File: src/rtl/spi_axi_ctrl_if.sv
// AXI4-Lite bus bundle used between the SPI frame engine and the
// register fabric; master side is the frame engine.
interface spi_axi_ctrl_if #(
    parameter int C_ADDR_WIDTH = 32
);
    logic [C_ADDR_WIDTH-1:0] awaddr;
    logic [2:0]              awprot;
    logic                    awvalid;
    logic                    awready;
    logic [31:0]             wdata;
    logic [3:0]              wstrb;
    logic                    wvalid;
    logic                    wready;
    logic [1:0]              bresp;
    logic                    bvalid;
    logic                    bready;
    logic [C_ADDR_WIDTH-1:0] araddr;
    logic [2:0]              arprot;
    logic                    arvalid;
    logic                    arready;
    logic [31:0]             rdata;
    logic [1:0]              rresp;
    logic                    rvalid;
    logic                    rready;

    modport master (
        output awaddr, awprot, awvalid,
        input  awready,
        output wdata, wstrb, wvalid,
        input  wready,
        input  bresp, bvalid,
        output bready,
        output araddr, arprot, arvalid,
        input  arready,
        input  rdata, rresp, rvalid,
        output rready
    );

    modport slave (
        input  awaddr, awprot, awvalid,
        output awready,
        input  wdata, wstrb, wvalid,
        output wready,
        output bresp, bvalid,
        input  bready,
        input  araddr, arprot, arvalid,
        output arready,
        output rdata, rresp, rvalid,
        input  rready
    );
endinterface

File: src/rtl/spi_axi_ctrl.sv
// SPI frame protocol engine: decodes command/address bytes, assembles
// write words, issues AXI4-Lite reads/writes and streams read data back.
module spi_axi_ctrl #(
    parameter int C_ADDR_WIDTH = 32
) (
    input  logic                  clk,
    input  logic                  rst,
    input  logic [7:0]            rx_data,
    input  logic                  rx_first,
    input  logic                  rx_valid,
    output logic [7:0]            tx_data,
    input  logic                  tx_load,
    input  logic                  err_clr,
    output logic                  err_late,
    output logic                  err_overrun,
    output logic                  err_resp,
    output logic                  busy,
    spi_axi_ctrl_if.master        m_axi
);

    localparam logic [2:0] IDLE  = 3'd0;
    localparam logic [2:0] ADDR  = 3'd1;
    localparam logic [2:0] WDATA = 3'd2;
    localparam logic [2:0] DUMMY = 3'd3;
    localparam logic [2:0] RDATA = 3'd4;

    localparam logic [2:0] A_IDLE = 3'd0;
    localparam logic [2:0] A_AW_W = 3'd1;
    localparam logic [2:0] A_B    = 3'd2;
    localparam logic [2:0] A_AR   = 3'd3;
    localparam logic [2:0] A_R    = 3'd4;

    logic [2:0]  f_state_q, f_state_d;
    logic        rw_q, rw_d;
    logic [14:0] waddr_q, waddr_d;
    logic [23:0] wbuf_q, wbuf_d;
    logic [1:0]  wcnt_q, wcnt_d;
    logic        wr_issued_q, wr_issued_d;
    logic [1:0]  byte_idx_q, byte_idx_d;
    logic [31:0] rword_q, rword_d;

    logic [2:0]  a_state_q, a_state_d;
    logic        awvalid_q, awvalid_d;
    logic        wvalid_q, wvalid_d;
    logic        bready_q, bready_d;
    logic        arvalid_q, arvalid_d;
    logic        rready_q, rready_d;
    logic [14:0] ax_addr_q, ax_addr_d;
    logic [31:0] wdata_q, wdata_d;

    logic        pend_q, pend_d;
    logic        pend_rd_q, pend_rd_d;
    logic [14:0] pend_addr_q, pend_addr_d;
    logic [31:0] pend_data_q, pend_data_d;

    logic        err_late_q, err_late_d;
    logic        err_overrun_q, err_overrun_d;
    logic        err_resp_q, err_resp_d;

    logic        iss_wr, iss_rd;
    logic [14:0] iss_addr;
    logic [31:0] iss_data;
    logic        set_late, set_ovr, set_resp;
    logic        rd_busy, wr_busy;
    logic        launch, l_rd;
    logic [14:0] l_addr;
    logic [31:0] l_data;

    // A read or write is in flight or queued behind the current transaction
    assign rd_busy = (pend_q && pend_rd_q) ||
                     (a_state_q == A_AR) || (a_state_q == A_R);
    assign wr_busy = (pend_q && !pend_rd_q) ||
                     (a_state_q == A_AW_W) || (a_state_q == A_B);

    // Frame decoder: command/address bytes, write assembly, read byte stepping
    always_comb begin
        f_state_d   = f_state_q;
        rw_d        = rw_q;
        waddr_d     = waddr_q;
        wbuf_d      = wbuf_q;
        wcnt_d      = wcnt_q;
        wr_issued_d = wr_issued_q;
        byte_idx_d  = byte_idx_q;
        iss_wr      = 1'b0;
        iss_rd      = 1'b0;
        iss_addr    = waddr_q;
        iss_data    = {wbuf_q, rx_data};
        set_late    = 1'b0;
        set_ovr     = 1'b0;
        if (rx_valid && rx_first) begin
            f_state_d   = ADDR;
            rw_d        = rx_data[7];
            waddr_d     = {rx_data[6:0], waddr_q[7:0]};
            wcnt_d      = 2'd0;
            wr_issued_d = 1'b0;
            byte_idx_d  = 2'd0;
        end else if (rx_first) begin
            f_state_d = IDLE;
        end else begin
            unique case (f_state_q)
                ADDR: begin
                    if (rx_valid) begin
                        waddr_d = {waddr_q[14:8], rx_data};
                        wcnt_d  = 2'd0;
                        if (rw_q) begin
                            f_state_d = DUMMY;
                            iss_rd    = 1'b1;
                            iss_addr  = {waddr_q[14:8], rx_data};
                        end else begin
                            f_state_d = WDATA;
                        end
                    end
                end
                WDATA: begin
                    if (rx_valid) begin
                        wbuf_d = {wbuf_q[15:0], rx_data};
                        wcnt_d = wcnt_q + 2'd1;
                        if (wcnt_q == 2'd3) begin
                            waddr_d = waddr_q + 15'd1;
                            if (wr_issued_q && wr_busy) begin
                                set_ovr = 1'b1;
                            end else begin
                                iss_wr      = 1'b1;
                                wr_issued_d = 1'b1;
                            end
                        end
                    end
                end
                DUMMY: begin
                    if (tx_load) begin
                        f_state_d  = RDATA;
                        byte_idx_d = 2'd0;
                    end
                end
                RDATA: begin
                    if (tx_load) begin
                        byte_idx_d = byte_idx_q + 2'd1;
                        if (rd_busy) begin
                            set_late = 1'b1;
                        end
                        if (byte_idx_q == 2'd3) begin
                            waddr_d  = waddr_q + 15'd1;
                            iss_rd   = 1'b1;
                            iss_addr = waddr_q + 15'd1;
                        end
                    end
                end
                default: ;
            endcase
        end
    end

    // AXI sub-FSM: launches queued or fresh requests and tracks handshakes
    always_comb begin
        a_state_d   = a_state_q;
        awvalid_d   = awvalid_q;
        wvalid_d    = wvalid_q;
        bready_d    = bready_q;
        arvalid_d   = arvalid_q;
        rready_d    = rready_q;
        ax_addr_d   = ax_addr_q;
        wdata_d     = wdata_q;
        pend_d      = pend_q;
        pend_rd_d   = pend_rd_q;
        pend_addr_d = pend_addr_q;
        pend_data_d = pend_data_q;
        rword_d     = rword_q;
        set_resp    = 1'b0;
        launch      = 1'b0;
        l_rd        = iss_rd;
        l_addr      = iss_addr;
        l_data      = iss_data;
        unique case (a_state_q)
            A_IDLE: begin
                if (pend_q) begin
                    launch = 1'b1;
                    l_rd   = pend_rd_q;
                    l_addr = pend_addr_q;
                    l_data = pend_data_q;
                    pend_d = 1'b0;
                end else if (iss_wr || iss_rd) begin
                    launch = 1'b1;
                end
            end
            A_AW_W: begin
                if (m_axi.awready) begin
                    awvalid_d = 1'b0;
                end
                if (m_axi.wready) begin
                    wvalid_d = 1'b0;
                end
                if (!awvalid_d && !wvalid_d) begin
                    a_state_d = A_B;
                    bready_d  = 1'b1;
                end
            end
            A_B: begin
                if (m_axi.bvalid) begin
                    a_state_d = A_IDLE;
                    bready_d  = 1'b0;
                    set_resp  = (m_axi.bresp != 2'b00);
                end
            end
            A_AR: begin
                if (m_axi.arready) begin
                    arvalid_d = 1'b0;
                    rready_d  = 1'b1;
                    a_state_d = A_R;
                end
            end
            A_R: begin
                if (m_axi.rvalid) begin
                    rready_d  = 1'b0;
                    a_state_d = A_IDLE;
                    rword_d   = m_axi.rdata;
                    set_resp  = (m_axi.rresp != 2'b00);
                end
            end
            default: a_state_d = A_IDLE;
        endcase
        if ((iss_wr || iss_rd) && !(a_state_q == A_IDLE && !pend_q)) begin
            pend_d      = 1'b1;
            pend_rd_d   = iss_rd;
            pend_addr_d = iss_addr;
            pend_data_d = iss_data;
        end
        if (launch) begin
            ax_addr_d = l_addr;
            wdata_d   = l_data;
            if (l_rd) begin
                arvalid_d = 1'b1;
                a_state_d = A_AR;
            end else begin
                awvalid_d = 1'b1;
                wvalid_d  = 1'b1;
                a_state_d = A_AW_W;
            end
        end
        if (iss_rd) begin
            rword_d = 32'hFFFF_FFFF;
        end
    end

    // Sticky error flags; a new set wins over a same-cycle clear
    always_comb begin
        err_late_d    = set_late | (err_late_q & ~err_clr);
        err_overrun_d = set_ovr  | (err_overrun_q & ~err_clr);
        err_resp_d    = set_resp | (err_resp_q & ~err_clr);
    end

    // State registers
    always_ff @(posedge clk) begin
        if (rst) begin
            f_state_q     <= IDLE;
            rw_q          <= 1'b0;
            waddr_q       <= '0;
            wbuf_q        <= '0;
            wcnt_q        <= '0;
            wr_issued_q   <= 1'b0;
            byte_idx_q    <= '0;
            rword_q       <= 32'hFFFF_FFFF;
            a_state_q     <= A_IDLE;
            awvalid_q     <= 1'b0;
            wvalid_q      <= 1'b0;
            bready_q      <= 1'b0;
            arvalid_q     <= 1'b0;
            rready_q      <= 1'b0;
            ax_addr_q     <= '0;
            wdata_q       <= '0;
            pend_q        <= 1'b0;
            pend_rd_q     <= 1'b0;
            pend_addr_q   <= '0;
            pend_data_q   <= '0;
            err_late_q    <= 1'b0;
            err_overrun_q <= 1'b0;
            err_resp_q    <= 1'b0;
        end else begin
            f_state_q     <= f_state_d;
            rw_q          <= rw_d;
            waddr_q       <= waddr_d;
            wbuf_q        <= wbuf_d;
            wcnt_q        <= wcnt_d;
            wr_issued_q   <= wr_issued_d;
            byte_idx_q    <= byte_idx_d;
            rword_q       <= rword_d;
            a_state_q     <= a_state_d;
            awvalid_q     <= awvalid_d;
            wvalid_q      <= wvalid_d;
            bready_q      <= bready_d;
            arvalid_q     <= arvalid_d;
            rready_q      <= rready_d;
            ax_addr_q     <= ax_addr_d;
            wdata_q       <= wdata_d;
            pend_q        <= pend_d;
            pend_rd_q     <= pend_rd_d;
            pend_addr_q   <= pend_addr_d;
            pend_data_q   <= pend_data_d;
            err_late_q    <= err_late_d;
            err_overrun_q <= err_overrun_d;
            err_resp_q    <= err_resp_d;
        end
    end

    // MISO byte: big-endian slice of the read word while streaming data
    always_comb begin
        tx_data = 8'h00;
        if (f_state_q == RDATA) begin
            unique case (byte_idx_q)
                2'd0: tx_data = rword_q[31:24];
                2'd1: tx_data = rword_q[23:16];
                2'd2: tx_data = rword_q[15:8];
                2'd3: tx_data = rword_q[7:0];
                default: tx_data = 8'h00;
            endcase
        end
    end

    assign err_late    = err_late_q;
    assign err_overrun = err_overrun_q;
    assign err_resp    = err_resp_q;
    assign busy        = (f_state_q != IDLE) || (a_state_q != A_IDLE) || pend_q;

    assign m_axi.awaddr  = C_ADDR_WIDTH'({ax_addr_q, 2'b00});
    assign m_axi.araddr  = C_ADDR_WIDTH'({ax_addr_q, 2'b00});
    assign m_axi.awprot  = 3'b000;
    assign m_axi.arprot  = 3'b000;
    assign m_axi.awvalid = awvalid_q;
    assign m_axi.wdata   = wdata_q;
    assign m_axi.wstrb   = 4'hF;
    assign m_axi.wvalid  = wvalid_q;
    assign m_axi.bready  = bready_q;
    assign m_axi.arvalid = arvalid_q;
    assign m_axi.rready  = rready_q;

endmodule

File: src/flat_wrapper.sv
// flat-port wrapper written by rule: the top's interface ports become plain ports
module spi_axi_ctrl_flat 
#(
    parameter int C_ADDR_WIDTH = 32
)
  (clk, rst, rx_data, rx_first, rx_valid, tx_data, tx_load, err_clr, err_late, err_overrun, err_resp, busy, m_axi_awaddr, m_axi_awprot, m_axi_awvalid, m_axi_awready, m_axi_wdata, m_axi_wstrb, m_axi_wvalid, m_axi_wready, m_axi_bresp, m_axi_bvalid, m_axi_bready, m_axi_araddr, m_axi_arprot, m_axi_arvalid, m_axi_arready, m_axi_rdata, m_axi_rresp, m_axi_rvalid, m_axi_rready);
  spi_axi_ctrl_if #(.C_ADDR_WIDTH(C_ADDR_WIDTH)) m_axi_i ();
  input  logic clk;
  input  logic rst;
  input  logic [7:0] rx_data;
  input  logic rx_first;
  input  logic rx_valid;
  output logic [7:0] tx_data;
  input  logic tx_load;
  input  logic err_clr;
  output logic err_late;
  output logic err_overrun;
  output logic err_resp;
  output logic busy;
  output wire logic [$bits(m_axi_i.awaddr)-1:0] m_axi_awaddr;
  output wire logic [$bits(m_axi_i.awprot)-1:0] m_axi_awprot;
  output wire logic [$bits(m_axi_i.awvalid)-1:0] m_axi_awvalid;
  input wire logic [$bits(m_axi_i.awready)-1:0] m_axi_awready;
  output wire logic [$bits(m_axi_i.wdata)-1:0] m_axi_wdata;
  output wire logic [$bits(m_axi_i.wstrb)-1:0] m_axi_wstrb;
  output wire logic [$bits(m_axi_i.wvalid)-1:0] m_axi_wvalid;
  input wire logic [$bits(m_axi_i.wready)-1:0] m_axi_wready;
  input wire logic [$bits(m_axi_i.bresp)-1:0] m_axi_bresp;
  input wire logic [$bits(m_axi_i.bvalid)-1:0] m_axi_bvalid;
  output wire logic [$bits(m_axi_i.bready)-1:0] m_axi_bready;
  output wire logic [$bits(m_axi_i.araddr)-1:0] m_axi_araddr;
  output wire logic [$bits(m_axi_i.arprot)-1:0] m_axi_arprot;
  output wire logic [$bits(m_axi_i.arvalid)-1:0] m_axi_arvalid;
  input wire logic [$bits(m_axi_i.arready)-1:0] m_axi_arready;
  input wire logic [$bits(m_axi_i.rdata)-1:0] m_axi_rdata;
  input wire logic [$bits(m_axi_i.rresp)-1:0] m_axi_rresp;
  input wire logic [$bits(m_axi_i.rvalid)-1:0] m_axi_rvalid;
  output wire logic [$bits(m_axi_i.rready)-1:0] m_axi_rready;
  assign m_axi_awaddr = m_axi_i.awaddr;
  assign m_axi_awprot = m_axi_i.awprot;
  assign m_axi_awvalid = m_axi_i.awvalid;
  assign m_axi_i.awready = m_axi_awready;
  assign m_axi_wdata = m_axi_i.wdata;
  assign m_axi_wstrb = m_axi_i.wstrb;
  assign m_axi_wvalid = m_axi_i.wvalid;
  assign m_axi_i.wready = m_axi_wready;
  assign m_axi_i.bresp = m_axi_bresp;
  assign m_axi_i.bvalid = m_axi_bvalid;
  assign m_axi_bready = m_axi_i.bready;
  assign m_axi_araddr = m_axi_i.araddr;
  assign m_axi_arprot = m_axi_i.arprot;
  assign m_axi_arvalid = m_axi_i.arvalid;
  assign m_axi_i.arready = m_axi_arready;
  assign m_axi_i.rdata = m_axi_rdata;
  assign m_axi_i.rresp = m_axi_rresp;
  assign m_axi_i.rvalid = m_axi_rvalid;
  assign m_axi_rready = m_axi_i.rready;
  spi_axi_ctrl #(.C_ADDR_WIDTH(C_ADDR_WIDTH)) u_core (.clk(clk), .rst(rst), .rx_data(rx_data), .rx_first(rx_first), .rx_valid(rx_valid), .tx_data(tx_data), .tx_load(tx_load), .err_clr(err_clr), .err_late(err_late), .err_overrun(err_overrun), .err_resp(err_resp), .busy(busy), .m_axi(m_axi_i));
endmodule
File: config.mk
export PLATFORM = sky130hd
export DESIGN_NAME = spi_axi_ctrl_flat
export DESIGN_NICKNAME = d
export VERILOG_FILES = /design/src/rtl/spi_axi_ctrl_if.sv /design/src/rtl/spi_axi_ctrl.sv /design/src/flat_wrapper.sv
export SDC_FILE = /design/constraint.sdc
export NUM_CORES = 1
export LEC_CHECK = 0
export ABC_AREA = 0
export CORE_ASPECT_RATIO = 1.2
export CORE_UTILIZATION = 30
export DETAILED_ROUTE_END_ITERATION = 10
export PLACE_DENSITY = 0.59
export SLEW_MARGIN = 15
export SYNTH_ARGS = -nofsm -noshare
export SYNTH_HDL_FRONTEND = slang
export SYNTH_SLANG_ARGS = --single-unit
File: constraint.sdc
create_clock -name clk -period 4.04 [get_ports clk]
set_clock_uncertainty 0.1 [all_clocks]
set_input_delay 1.212 -clock clk [delete_from_list [all_inputs] [get_ports clk]]
set_output_delay 1.212 -clock clk [all_outputs]
set_load 0.01 [all_outputs]
==> run summary, run 1 <==
ANT nets after route -> 0
Share of layout cells above drive strength 1 -> 7.015%
Top_reg_cell synth -> dfxtp_1
Setup TNS -> 0 ns
Clk sink count -> 187
First-pass GRT wire length -> 45.80 mm
Maximum VDD drop -> 226.7 µV
Routed vias -> 8873
N_diodes -> 0
R2R depth -> 5
Core Footprint -> 29870 µm²
CTS tree -> done
Final count of negative-setup-slack endpoints -> 0
Antenna violations before repair -> 0
Worst-Margin Slew -> 1.125 ns
Worst-path fanout max -> 8
Final cycle utilization of the critical path -> 95.48%
Dpl cells -> 1641
Area growth from synthesis to layout -> 21.51%
Endpoint type of the worst setup path -> output pin
Drt pass-1 iters -> 5
Detailed router's first-iteration violation count -> 866
GR Overflow Total -> 0
RSZ-0062 raised after global routing -> false
CTS hold repair buffers -> 0
Vias in the first global route -> 8283
Final Net Count -> 1331
Slowest CP cell -> a222oi_1
Worst skew pair latency -> 0.44 ns
Post-Synthesis Cell Area -> 9208 µm²
Worst setup margin -> 0.1825 ns
Static Leak -> 3.796 nW
I/O pin count -> 178
Clock H-tree levels -> 4
Pin count of the biggest net entering global routing -> 98
Slew margin rel. -> 25.01%
Number of flops mapped to enable cells by yosys -> 0
Yosys reg bits -> 187
Critical path depth -> 7
Routability cong. -> 0.8960
WP data arrival -> 2.55 ns
Via density -> 5.304
CTS root buf -> clkbuf_16
Most used cell, CP -> nor2_1
Syn Area/Cell -> 7.635 µm²
WP buf/inv -> 2
WL/cell -> 17.06 µm
HP Class -> reg -> reg
CP top delay family -> compound AO/OA/AOI/OAI gates
Final WL -> 28.55 mm
Delay of the slowest critical-path stage -> 0.56 ns
Row count -> 69
Non-Filler Instances -> 1673
PD cells -> 332.4 nW/µm²
Syn Inst Count -> 1206
Count of pins over their slew limit -> 0
Synth cell types -> 74
Post_cts resized -> 0
FILL cells -> 3128
Starting density of the core -> 30.82%
Status -> finished, final reports clean
Width of the die -> 161.9 µm
Final Hold Fails -> 0
Post-synthesis sequential area ratio -> 40.66%
CP Class -> reg -> out
DRC -> 0
Die Span Y -> 193.9 µm
CP Launch Type -> flop
Yosys top cell area share -> 40.66%
Worst-path clk slew -> 0.07 ns
Hold slack final -> 0.3572 ns
Min-Delay Path Depth -> 2
Max frequency -> 0.2592 GHz
DPL Wire Length -> 19.24 mm
DIE AREA -> 31400 µm²
GRT Overall Usage -> 18.27%
Setup Fix Bufs, Post-CTS -> 0
Clock buffer count from CTS -> 17
Max-Cap Viols -> 0
Synth area leaders -> dfxtp_1 (41%), nand2_1 (7.9%), nand3_1 (7.1%), a21oi_1 (6.4%), o21ai_0 (5.4%)
Area leader, netlist -> dfxtp_1
Yosys warning total -> 0
Max Buffers Root-to-Sink -> 2
Data required, critical path -> 2.73 ns
Post-layout min period -> 3.858 ns
Pre-CTS setup slack -> 0.4208 ns
Asr flop ratio synth -> 0%
IO Port Bufs -> 133
Crit path cell chain -> inv_1 -> ha_1 -> a222oi_1 -> nor2_1 -> a21oi_1 -> nor2_1 -> clkdlybuf4s50_1
state kept, by name, indices dropped and copies added (netlist names), 2 cells and up:
register and cells:
u_core.rword_q 32, u_core.wbuf_q 24, u_core.m_axi.wdata 32, u_core.waddr_q 15, u_core.a_state_q 3, u_core.f_state_q 3
u_core.ax_addr_q 15, u_core.pend_addr_q 15, u_core.wcnt_q 2, u_core.byte_idx_q 2, u_core.pend_data_q 32
cell usage after synthesis (4+ instances only):
library cell	number
a222oi_1	9
buf_2	11
a31oi_1	50
a211o_1	4
nand4_1	5
nand2b_1	6
nor2_1	55
or2_2	8
and2_1	4
xor2_1	9
a311o_1	5
ha_1	6
o21ai_0	99
clkbuf_1	85
nand3_1	131
nand2_1	194
inv_1	5
o211ai_1	4
nor3_1	24
buf_4	61
and3_1	7
nor2b_1	10
dfxtp_1	187
nor4_1	9
a22oi_1	11
o21ai_1	5
nand3b_1	4
a21oi_1	118
a311oi_1	4
a211oi_1	11
layout make-up:
| class | count | area (µm²) | area share (%) |
|---|---|---|---|
| multi-input combinational | 893 | 4777 | 42.70 |
| sequential | 187 | 3744 | 33.46 |
| timing repair buffer | 165 | 1594 | 14.25 |
| tap | 390 | 488.0 | 4.361 |
| clock buffer | 18 | 429.2 | 3.836 |
| clock inverter | 14 | 133.9 | 1.197 |
| inverter | 6 | 22.52 | 0.2013 |
report_power, final:
| part | switching (mW) | internal, mW |
|---|---|---|
| Sequential | 0.0134 | 1.85 |
| Combinational | 0.119 | 0.0773 |
| Clock | 0.796 | 0.865 |
| Total | 0.928 | 2.79 |
worst register-to-register path: stages (launching register included):
cell and delay [ns]:
dfxtp_1 0.49, nand4_1 0.59, nor4_1 0.89, nand2_1 0.14, xor2_1 0.19, a211oi_1 0.24
stage by stage:
step	area, µm²	util [%]	power (mW)
floorplan	9365	-	2.026
global placement	10630	35.57	2.098
detailed placement	10630	35.57	2.098
CTS	11190	37.46	3.755
global route	11190	37.46	3.845
finish	11190	37.46	3.719
logic make-up after synthesis:
kind of cell / Yosys count / synth area share [%]
AOI/OAI and AO/OA: 354 / 23.40
other: 2 / 0.08156
and+or+nand+nor: 478 / 24.34
muxes: 1 / 0.1087
buffers and inverters: 168 / 9.648
xor gates and xnor gates: 10 / 0.9513
DFF: 187 / 40.66
adders and majority gates: 6 / 0.8153
path summary, 6_finish.rpt:
check	startpoint	slack [ns]	endpoint
max	u_core.byte_idx_q[0]$_SDFFE_PP0P_	0.18	tx_data[2]
min reg2reg	u_core.m_axi.bready$_SDFFE_PP0P_	0.36	u_core.m_axi.bready$_SDFFE_PP0P_
max reg2reg	u_core.waddr_q[2]$_SDFFE_PP0P_	1.30	u_core.pend_addr_q[14]$_SDFFE_PP0P_
min	u_core.m_axi.bready$_SDFFE_PP0P_	0.36	u_core.m_axi.bready$_SDFFE_PP0P_
per-layer routing:
layer,vias up,GRT usage (%),wire [µm]
li1,4333,-,-
met1,4191,23.47,12320
met2,320,30.58,14040
met3,29,3.658,1695
met4,0,5.381,489
met5,-,0,0
cell usage in the layout (no fill, tap or decap), drive strengths merged, types with 5 or more instances in the layout:
master         instances
a211oi                12
a21oi                118
a222oi                 9
a22oi                 11
a311o                  5
a31oi                 50
and2                   5
and3                   7
buf                   33
clkbuf                18
clkdlybuf4s50        132
conb                  44
dfxtp                187
ha                     6
inv                   12
nand2                194
nand2b                 6
nand3                131
nand4                  5
nor2                  56
nor2b                 10
nor3                  24
nor4                   9
o211ai                 5
o21ai                104
or2                    8
or3b                   5
xor2                   9
(Power assumes the default switching activity.)
==> run 2, diff against run 1 <==
--- a/config.mk
+++ b/config.mk
@@ -7,9 +7,9 @@
 export LEC_CHECK = 0
 export ABC_AREA = 0
 export CORE_ASPECT_RATIO = 1.2
-export CORE_UTILIZATION = 30
+export CORE_UTILIZATION = 56
 export DETAILED_ROUTE_END_ITERATION = 10
-export PLACE_DENSITY = 0.59
+export PLACE_DENSITY = 0.93
 export SLEW_MARGIN = 15
 export SYNTH_ARGS = -nofsm -noshare
 export SYNTH_HDL_FRONTEND = slang
==> run 2 against run 1 <==
Via count rose by 4.2%. Worst setup slack got worse by 0.041 ns. Sequential share of layout area rose by 0.80 points. First-iteration DRC count rose by 35%. Total power fell by 2.4%. Final cell count fell by 11%. Worst hold slack improved by 0.00090 ns. Non-clock buffer count fell by 4. Maximum frequency fell by 1.1%. Sequential power barely moved. Utilization rose by 30 points. Critical endpoint is now tx_data[6]. Highest routed layer unchanged.
==> run summary, run 2 (synthesized netlist as in run 1, its figures left out) <==
Post-layout min period -> 3.899 ns
PD cells -> 332.0 nW/µm²
CP Class -> reg -> out
Worst-path fanout max -> 13
DRC -> 0
DPL Wire Length -> 17.10 mm
Core Footprint -> 16140 µm²
DIE AREA -> 16960 µm²
Vias in the first global route -> 8409
Slowest CP cell -> clkdlybuf4s50_1
Final Net Count -> 1327
Slew margin rel. -> 32.96%
Max-Cap Viols -> 0
Static Leak -> 3.781 nW
Fin util -> 67.68%
WP buf/inv -> 1
Routed vias -> 9243
Worst skew pair latency -> 0.44 ns
Via density -> 6.199
Setup TNS -> 0 ns
Pin count of the biggest net entering global routing -> 87
HP Class -> reg -> reg
CP Launch Type -> flop
First-pass GRT wire length -> 41.88 mm
Final cycle utilization of the critical path -> 96.50%
Row count -> 51
Placed cell areas -> 10370 µm²
Final count of negative-setup-slack endpoints -> 0
GR Overflow Total -> 0
CTS root buf -> clkbuf_16
I/O pin count -> 178
Final WL -> 26.22 mm
Routability cong. -> 0.9409
Die Span Y -> 142.5 µm
Clock buffer count from CTS -> 17
Crit path cell chain -> ha_1 -> a222oi_1 -> nor2_1 -> a21oi_1 -> nor2_1 -> clkdlybuf4s50_1
Final Total Pwr -> 3.628 mW
Hold slack final -> 0.3581 ns
Data required, critical path -> 2.73 ns
IO Port Bufs -> 133
Detailed router's first-iteration violation count -> 1172
Commonest non-fill, non-tap cell in the layout -> nand2_1
Starting density of the core -> 57.03%
Endpoint type of the worst setup path -> output pin
RSZ-0062 raised after global routing -> false
Status -> finished, final reports clean
Max Buffers Root-to-Sink -> 2
CTS tree -> done
Worst-path clk slew -> 0.07 ns
WP data arrival -> 2.59 ns
Final instance area -> 10930 µm²
Critical path depth -> 6
Max frequency -> 0.2565 GHz
Commonest cells after routing, fill and taps aside -> nand2_1 (194), dfxtp_1 (187), clkdlybuf4s50_1 (132)
Antenna violations before repair -> 0
Clock H-tree levels -> 4
ANT nets after route -> 0
WL/cell -> 17.58 µm
Worst-Margin Slew -> 1.005 ns
Drt pass-1 iters -> 8
CP top delay family -> buffers and inverters
N_diodes -> 0
Most used cell, CP -> nor2_1
Count of pins over their slew limit -> 0
Delay of the slowest critical-path stage -> 0.58 ns
Share of layout cells above drive strength 1 -> 6.646%
Width of the die -> 119.1 µm
Final Hold Fails -> 0
Setup Fix Bufs, Post-CTS -> 0
Maximum VDD drop -> 300.8 µV
Min-Delay Path Depth -> 2
GRT Overall Usage -> 30.70%
Clk sink count -> 187
R2R depth -> 6
Area growth from synthesis to layout -> 18.67%
run 2: final cells by class:
cell class	count	area, µm²
Clock buffer	21	470.5
Clock inverter	11	86.33
Fill cell	1296	5218
Inverter	6	22.52
Multi-Input combinational cell	893	4775
Sequential cell	187	3744
Tap cell	212	265.3
Timing Repair Buffer	161	1564
run 2: repair_timing:
item,4_1_cts,5_1_grt
gates resized for setup,0,0
setup endpoints to repair,0,1
hold buffers,0,0
run 2: final timing paths:
check,from,endpoint,slack (ns)
worst max-delay path,u_core.byte_idx_q[0]$_SDFFE_PP0P_,tx_data[6],0.14
worst min-delay path,u_core.pend_data_q[17]$_SDFFE_PP0P_,u_core.m_axi.wdata[17]$_SDFFE_PP0P_,0.36
worst max register to register,u_core.f_state_q[1]$_SDFFE_PP0P_,u_core.pend_addr_q[14]$_SDFFE_PP0P_,0.97
worst min register to register,u_core.pend_data_q[17]$_SDFFE_PP0P_,u_core.m_axi.wdata[17]$_SDFFE_PP0P_,0.36
run 2: worst reg2reg max path: cells and delay by family (launching register included):
kind,cells,cell delay (ns)
AO/OA/AOI/OAI,3,1.19
buffers and inverters,1,0.24
flip-flops,1,0.77
AND/OR/NAND/NOR,2,0.66
run 2: layer usage:
layer | global-route usage [%] | vias up | share of wire, %
li1 | - | 4311 | -
met4 | 14.32 | 0 | 3.2
met5 | 0 | - | 0
met2 | 53.76 | 490 | 51
met1 | 36.19 | 4356 | 39
met3 | 5.729 | 86 | 7.1
run 2: power by group:
part	switching (mW)	leakage (nW)	total (mW)	internal, mW
Combinational	0.112	2.00	0.189	0.0761
Sequential	0.0148	1.51	1.86	1.85
Clock	0.730	0.276	1.58	0.845
run 2: stage by stage:
step / worst slack, ns / instances
global placement: 0.3299 / 1459
detailed placement: 0.2794 / 1459
global route: 0.01146 / 1491
CTS: 0.1522 / 1491
finish: 0.1413 / 1491
floorplan: 0.9923 / 1248
